===== config.mk =====
export PLATFORM = sky130hd
export DESIGN_NAME = fetch_unit_flat
export DESIGN_NICKNAME = d
export VERILOG_FILES = /design/src/rtl/cpu_pkg.sv /design/src/rtl/fetch_unit_if.sv /design/src/rtl/fetch_unit_if_id_reg.sv /design/src/rtl/fetch_unit.sv /design/src/flat_wrapper.sv
export SDC_FILE = /design/constraint.sdc
export NUM_CORES = 1
export LEC_CHECK = 0
export ABC_AREA = 1
export CORE_UTILIZATION = 45
export DETAILED_ROUTE_END_ITERATION = 8
export PLACE_DENSITY = 0.75
export SYNTH_ARGS = -nofsm -noshare
export SYNTH_HDL_FRONTEND = slang
export SYNTH_SLANG_ARGS = --single-unit

===== constraint.sdc =====
create_clock -name clk -period 2.8 [get_ports clk]
set_clock_uncertainty 0.2 [all_clocks]
set_input_delay 0.28 -clock clk [delete_from_list [all_inputs] [get_ports clk]]
set_output_delay 0.28 -clock clk [all_outputs]
set_load 0.1 [all_outputs]

===== src/rtl/cpu_pkg.sv =====
// Shared CPU types and constants.
// Fetch-stage widths, state encoding and IF/ID bundle.
package cpu_pkg;

  localparam int ADDR_W  = 16;
  localparam int INSTR_W = 16;

  localparam logic [ADDR_W-1:0]  PC_STEP = 16'd2;
  localparam logic [INSTR_W-1:0] NOP     = 16'h0000;

  typedef enum logic [1:0] {
    S_FETCH = 2'd0,
    S_HOLD  = 2'd1,
    S_DRAIN = 2'd2
  } fetch_state_t;

  typedef struct packed {
    logic               valid;
    logic [INSTR_W-1:0] instr;
    logic [ADDR_W-1:0]  pc;
    logic [ADDR_W-1:0]  pc_next;
  } if_id_t;

  function automatic logic [ADDR_W-1:0] pc_step(
    input logic [ADDR_W-1:0] pc
  );
    return pc + PC_STEP;
  endfunction

endpackage


===== src/rtl/fetch_unit_if.sv =====
// Instruction-memory request/response bus.
// master = fetch side, slave = memory side.
interface fetch_unit_if;
  import cpu_pkg::*;

  logic               imem_req;
  logic [ADDR_W-1:0]  imem_addr;
  logic [INSTR_W-1:0] imem_rdata;
  logic               imem_ready;

  modport master (
    output imem_req,
    output imem_addr,
    input  imem_rdata,
    input  imem_ready
  );

  modport slave (
    input  imem_req,
    input  imem_addr,
    output imem_rdata,
    output imem_ready
  );

endinterface


===== src/rtl/fetch_unit_if_id_reg.sv =====
// IF/ID pipeline register.
// Flush only kills the valid bit; reset clears every field.
module if_id_reg
  import cpu_pkg::*;
(
  input  logic   clk,
  input  logic   rst,
  input  logic   load,
  input  logic   flush,
  input  if_id_t d,
  output if_id_t q
);

  always_ff @(posedge clk) begin
    if (rst) begin
      q <= '0;
    end else if (flush) begin
      q.valid <= 1'b0;
    end else if (load) begin
      q <= d;
    end
  end

endmodule


===== src/rtl/fetch_unit.sv =====
// Instruction-fetch stage: next-PC mux, memory request FSM,
// stall hold buffer and IF/ID load control.
module fetch_unit
  import cpu_pkg::*;
(
  input  logic               clk,
  input  logic               rst,
  input  logic [ADDR_W-1:0]  pc_out,
  output logic [ADDR_W-1:0]  pc_in,
  output logic               pc_write,
  fetch_unit_if.master       imem,
  input  logic               stall,
  input  logic               branch_taken,
  input  logic [ADDR_W-1:0]  branch_target,
  output logic               if_id_valid,
  output logic [INSTR_W-1:0] if_id_instr,
  output logic [ADDR_W-1:0]  if_id_pc,
  output logic [ADDR_W-1:0]  if_id_pc_next
);

  fetch_state_t       state;
  logic [INSTR_W-1:0] hold;
  logic [ADDR_W-1:0]  hold_pc;
  logic [ADDR_W-1:0]  drain_addr;

  logic   load;
  logic   flush;
  if_id_t d;
  if_id_t q;

  logic [ADDR_W-1:0] pc_inc;
  logic [ADDR_W-1:0] hold_inc;
  logic              ready;

  assign pc_inc   = pc_step(pc_out);
  assign hold_inc = pc_step(hold_pc);
  assign ready    = imem.imem_ready;

  always_comb begin
    imem.imem_req  = 1'b0;
    imem.imem_addr = pc_out;
    pc_write       = 1'b0;
    pc_in          = '0;
    load           = 1'b0;
    flush          = 1'b0;
    d              = '{1'b1, imem.imem_rdata, pc_out, pc_inc};
    if (!rst) begin
      unique case (state)
        S_FETCH: begin
          imem.imem_req = 1'b1;
          if (ready && !stall) begin
            load     = 1'b1;
            pc_write = 1'b1;
            pc_in    = pc_inc;
          end else if (!ready && !stall) begin
            flush = 1'b1;
          end
        end
        S_HOLD: begin
          if (!stall) begin
            load     = 1'b1;
            d        = '{1'b1, hold, hold_pc, hold_inc};
            pc_write = 1'b1;
            pc_in    = hold_inc;
          end
        end
        S_DRAIN: begin
          imem.imem_req  = 1'b1;
          imem.imem_addr = drain_addr;
        end
        default: ;
      endcase
      // a redirect beats stall and any response arriving now
      if (branch_taken) begin
        load     = 1'b0;
        flush    = 1'b1;
        pc_write = 1'b1;
        pc_in    = branch_target;
      end
    end
  end

  always_ff @(posedge clk) begin
    if (rst) begin
      state      <= S_FETCH;
      hold       <= '0;
      hold_pc    <= '0;
      drain_addr <= '0;
    end else if (branch_taken) begin
      unique case (state)
        S_FETCH: begin
          if (!ready) begin
            drain_addr <= pc_out;
            state      <= S_DRAIN;
          end
        end
        S_HOLD:  state <= S_FETCH;
        S_DRAIN: if (ready) state <= S_FETCH;
        default: state <= S_FETCH;
      endcase
    end else begin
      unique case (state)
        S_FETCH: begin
          if (ready && stall) begin
            hold    <= imem.imem_rdata;
            hold_pc <= pc_out;
            state   <= S_HOLD;
          end
        end
        S_HOLD:  if (!stall) state <= S_FETCH;
        S_DRAIN: if (ready) state <= S_FETCH;
        default: state <= S_FETCH;
      endcase
    end
  end

  if_id_reg u_if_id (
    .clk   (clk),
    .rst   (rst),
    .load  (load),
    .flush (flush),
    .d     (d),
    .q     (q)
  );

  assign if_id_valid   = q.valid;
  assign if_id_instr   = q.instr;
  assign if_id_pc      = q.pc;
  assign if_id_pc_next = q.pc_next;

endmodule


===== src/flat_wrapper.sv =====
// flat-port wrapper written by rule: the top's interface ports become plain ports
module fetch_unit_flat import cpu_pkg::*;
  (clk, rst, pc_out, pc_in, pc_write, stall, branch_taken, branch_target, if_id_valid, if_id_instr, if_id_pc, if_id_pc_next, imem_imem_req, imem_imem_addr, imem_imem_rdata, imem_imem_ready);
  fetch_unit_if imem_i ();
  input  logic clk;
  input  logic rst;
  input  logic [ADDR_W-1:0] pc_out;
  output logic [ADDR_W-1:0] pc_in;
  output logic pc_write;
  input  logic stall;
  input  logic branch_taken;
  input  logic [ADDR_W-1:0] branch_target;
  output logic if_id_valid;
  output logic [INSTR_W-1:0] if_id_instr;
  output logic [ADDR_W-1:0] if_id_pc;
  output logic [ADDR_W-1:0] if_id_pc_next;
  output wire logic [$bits(imem_i.imem_req)-1:0] imem_imem_req;
  output wire logic [$bits(imem_i.imem_addr)-1:0] imem_imem_addr;
  input wire logic [$bits(imem_i.imem_rdata)-1:0] imem_imem_rdata;
  input wire logic [$bits(imem_i.imem_ready)-1:0] imem_imem_ready;
  assign imem_imem_req = imem_i.imem_req;
  assign imem_imem_addr = imem_i.imem_addr;
  assign imem_i.imem_rdata = imem_imem_rdata;
  assign imem_i.imem_ready = imem_imem_ready;
  fetch_unit u_core (.clk(clk), .rst(rst), .pc_out(pc_out), .pc_in(pc_in), .pc_write(pc_write), .imem(imem_i), .stall(stall), .branch_taken(branch_taken), .branch_target(branch_target), .if_id_valid(if_id_valid), .if_id_instr(if_id_instr), .if_id_pc(if_id_pc), .if_id_pc_next(if_id_pc_next));
endmodule

==> impl_metrics.yaml, run 1 <==
outcome:
  outcome: "completed"
clocking:
  cts_buffer_depth: 2
  cts_tree: "built"
  path_clk_slew_ps: 100
  cts_max_level: 3
  cts_root_buffer: "clkbuf_8"
  clk_latency_ps: 380
  clock_sinks: 98
  cts_buffers: 9
synth:
  synth_area_per_cell_um2: 6.62
  synthCells: 757
  synth_area_um2: 5010
  synth_area_leaders: "dfxtp_1 39%, nand2_1 14%, a21oi_1 8.6%, o21ai_0 8.6%, inv_1 4.9%"
  yosysTopAreaCellShare_pct: 39.2
  yosysTopAreaCell: "dfxtp_1"
  ys_seq_area_share_pct: 39.2
  ys_warn_count: 0
  syn-num-nets: 814
  synth_cell_types: 29
  synth-seq-cells: 98
drt:
  vias_per_cell: 5.46
  drt_first_iter_violations: 428
  drtAntennaViolNets: 0
  drc_errors: 0
  via_count: 5642
  drt-total-wl_um: 17000
  wl_per_cell_um: 16.4
  drtPass1Iterations: 5
final_layout:
  stdcell_area_um2: 7340
  drive_gt1_share_pct: 21.2
  fin_nets: 945
  multiInputGateArea_um2: 2840
  syn_to_final_growth_pct: 46.5
  fillers: 927
  antenna_cells: 0
  finalCoreUtilization_pct: 67.7
  stdcell_count: 1033
  ff_latch_area_um2: 1970
timing:
  fin_crit_sh_pct: 97.0
  rsz0062_at_grt: "true"
  relSlewSlack_pct: 59.9
  tightest_slew_ps: 601
  setup_viol_count_final: 0
  hold_violations: 0
  period_needed_ps: 2720
  max_freq_mhz: 368
  slew_viol_final: 0
  hold_slack_ps: 196
setup_path:
  reg2reg_depth: 11
  endpoint_kind: "output pin"
  cp-start-kind: "flip-flop"
  rr_startpoint: "u_core.state[0]$_SDFFE_PP0P_"
  r2r_slack_ps: 340
  critPathArrivalTime_ps: 2240
  regToRegEndpoint: "u_core.u_if_id.q[26]$_SDFFE_PP0P_"
  crit_type: "reg -> out"
  cp_max_fo: 19
  required_ps: 2320
floorplan:
  die_y_um: 108
  rows: 38
  start_util_pct: 46.2
  fp.dieArea_um2: 11600
  core_um2: 10800
  die_w_um: 108
  ios: 136
job:
  maxCapViolCount: 0
global_routing:
  gr-max-usage-layer: "met2"
  antenna_found_initial: 0
  met2_usage_pct: 49.4
  grt_max_degree: 68
  grt_usage_pct: 29.5
  use_met1_pct: 37.6
  grt_util_met3_pct: 5.99
  gr-total-overflow: 0
  grt_pass1_wl_um: 26400
  grt_pass1_vias: 5211
place:
  dp_cells: 1012
  hpwl_um: 12500
  gp_congestion: 0.883
  io_buffers: 135
  placed_area_um2: 7060
worst_hold_path:
  min_from: "pc_out[1]"
  holdCritPathClass: "in -> reg"
  min_to: "u_core.drain_addr[1]$_SDFFE_PP0P_"
  whs_path_depth: 3
power_and_ir_drop:
  ir_drop_v: 0.000297
  p_per_area_nw_per_um2: 491
  power.leakage_nw: 3.12
-- synthesized netlist by cell type, drive strengths merged --
library cell	instances
nand2	185
o21ai	106
dfxtp	98
a21oi	86
inv	69
nor2	63
a31oi	34
clkbuf	31
nand3	31
buf	19
nand4	7
xor2	7
o211ai	6
nor3	5
ha	4
a211oi	1
clkinv	1
nand3b	1
nor4	1
or2	1
xnor2	1
-- where the power goes --
group          leakage (nW)  internal [W]  switching, W
combinational          2.22      0.000364      0.000778
sequential            0.801       0.00146     0.0000479
clock                0.0983      0.000421      0.000530
total                  3.12       0.00225       0.00136
-- metal layers --
metal	up-vias	part of all wire, %
met5	-	0
met1	2642	44
li1	2767	-
met3	24	7.3
met4	0	1.7
met2	209	47
-- through the flow --
stage                     TNS (ps)  setup WS, ps  total power (W)
after floorplan              -28.8         -28.8          0.00227
after global placement           0          47.1          0.00266
after detailed placement     -24.1         -24.1          0.00268
after CTS                        0          28.7          0.00360
after global routing         -47.6         -24.8          0.00373
final                            0          82.8          0.00360
-- area by class of cell --
| type | count | area share [%] |
|---|---|---|
| inverters | 70 | 3.58 |
| clock buffers | 11 | 1.79 |
| clock inverters | 5 | 0.835 |
| flip-flops and latches | 98 | 26.8 |
| multi-input cells | 539 | 38.7 |
| well taps | 140 | 2.39 |
| repair buffers | 170 | 25.8 |
-- cell families (layout without fill, tap and decap cells) --
| kind of cell | after synthesis | count (layout) | synth area share, % |
|---|---|---|---|
| compound gates | 233 | 233 | 24.5 |
| xor+xnor | 8 | 8 | 1.40 |
| fa+ha+maj | 4 | 4 | 0.999 |
| buf+inv | 120 | 256 | 9.84 |
| flops | 98 | 98 | 39.2 |
| simple gates | 294 | 294 | 24.1 |
-- state kept, by name (all words and copies together), names as in the netlist --
signal	cells
u_core.hold_pc	16
u_core.u_if_id.q	48
u_core.state	2
u_core.drain_addr	16
u_core.hold	16
-- worst max-delay path, cell delays in order (launching register included) --
cell     delay [ps]
dfxtp_4         390
inv_1            70
nor3_4          240
buf_4           160
buf_6           190
nand3_1         160
o21ai_0         140
nand2_1         110
a21oi_2         190
buf_12          190
-- layout by cell type (no fill, tap or decap), types with 2 or more instances in the layout --
master and instances:
xor2_1 7, dfxtp_2 3, nand2_1 182, nor2_2 4
a21oi_2 15, o211ai_1 6, nor2_4 2, o21ai_1 23
nor2_1 57, ha_1 3, buf_12 38, a21oi_1 55
nand3_1 29, nor3_1 2, inv_2 5, inv_1 64
a31oi_1 34, nor3_4 2, clkbuf_8 9, o21ai_0 83
nand2_2 3, dlymetal6s2s_1 3, buf_6 2, clkbuf_1 2
dfxtp_1 94, nand4_1 7, clkdlybuf4s50_1 49, a21oi_4 16
inv_6 2, buf_4 78
-- worst max path at each step --
| stage | startpoint | end | slack [ps] |
|---|---|---|---|
| after floorplan | u_core.state[0]$_SDFFE_PP0P_ | pc_in[1] | -30 |
| final | u_core.state[0]$_SDFFE_PP0P_ | pc_in[8] | 80 |
| after global placement | pc_out[1] | pc_in[13] | 50 |
| after global routing | u_core.state[0]$_SDFFE_PP0P_ | pc_in[4] | -20 |
| after CTS | pc_out[1] | pc_in[13] | 30 |
| after detailed placement | pc_out[1] | pc_in[13] | -20 |
-- timing repair --
item | CTS | global route
endpoints found under the setup margin | 2 | 14
setup buffers | 0 | 5
hold buffers | 0 | 0
gates resized for setup | 2 | 20
pin swaps | 0 | 3
(Power assumes the default switching activity.)
==> run 2: changes to the inputs <==
--- a/config.mk
+++ b/config.mk
@@ -9,6 +9,7 @@
 export CORE_UTILIZATION = 45
 export DETAILED_ROUTE_END_ITERATION = 8
 export PLACE_DENSITY = 0.75
+export SLEW_MARGIN = 20
 export SYNTH_ARGS = -nofsm -noshare
 export SYNTH_HDL_FRONTEND = slang
 export SYNTH_SLANG_ARGS = --single-unit
==> results of run 2 <==
The final DEF is identical to that of run 1; final timing and power are the same.
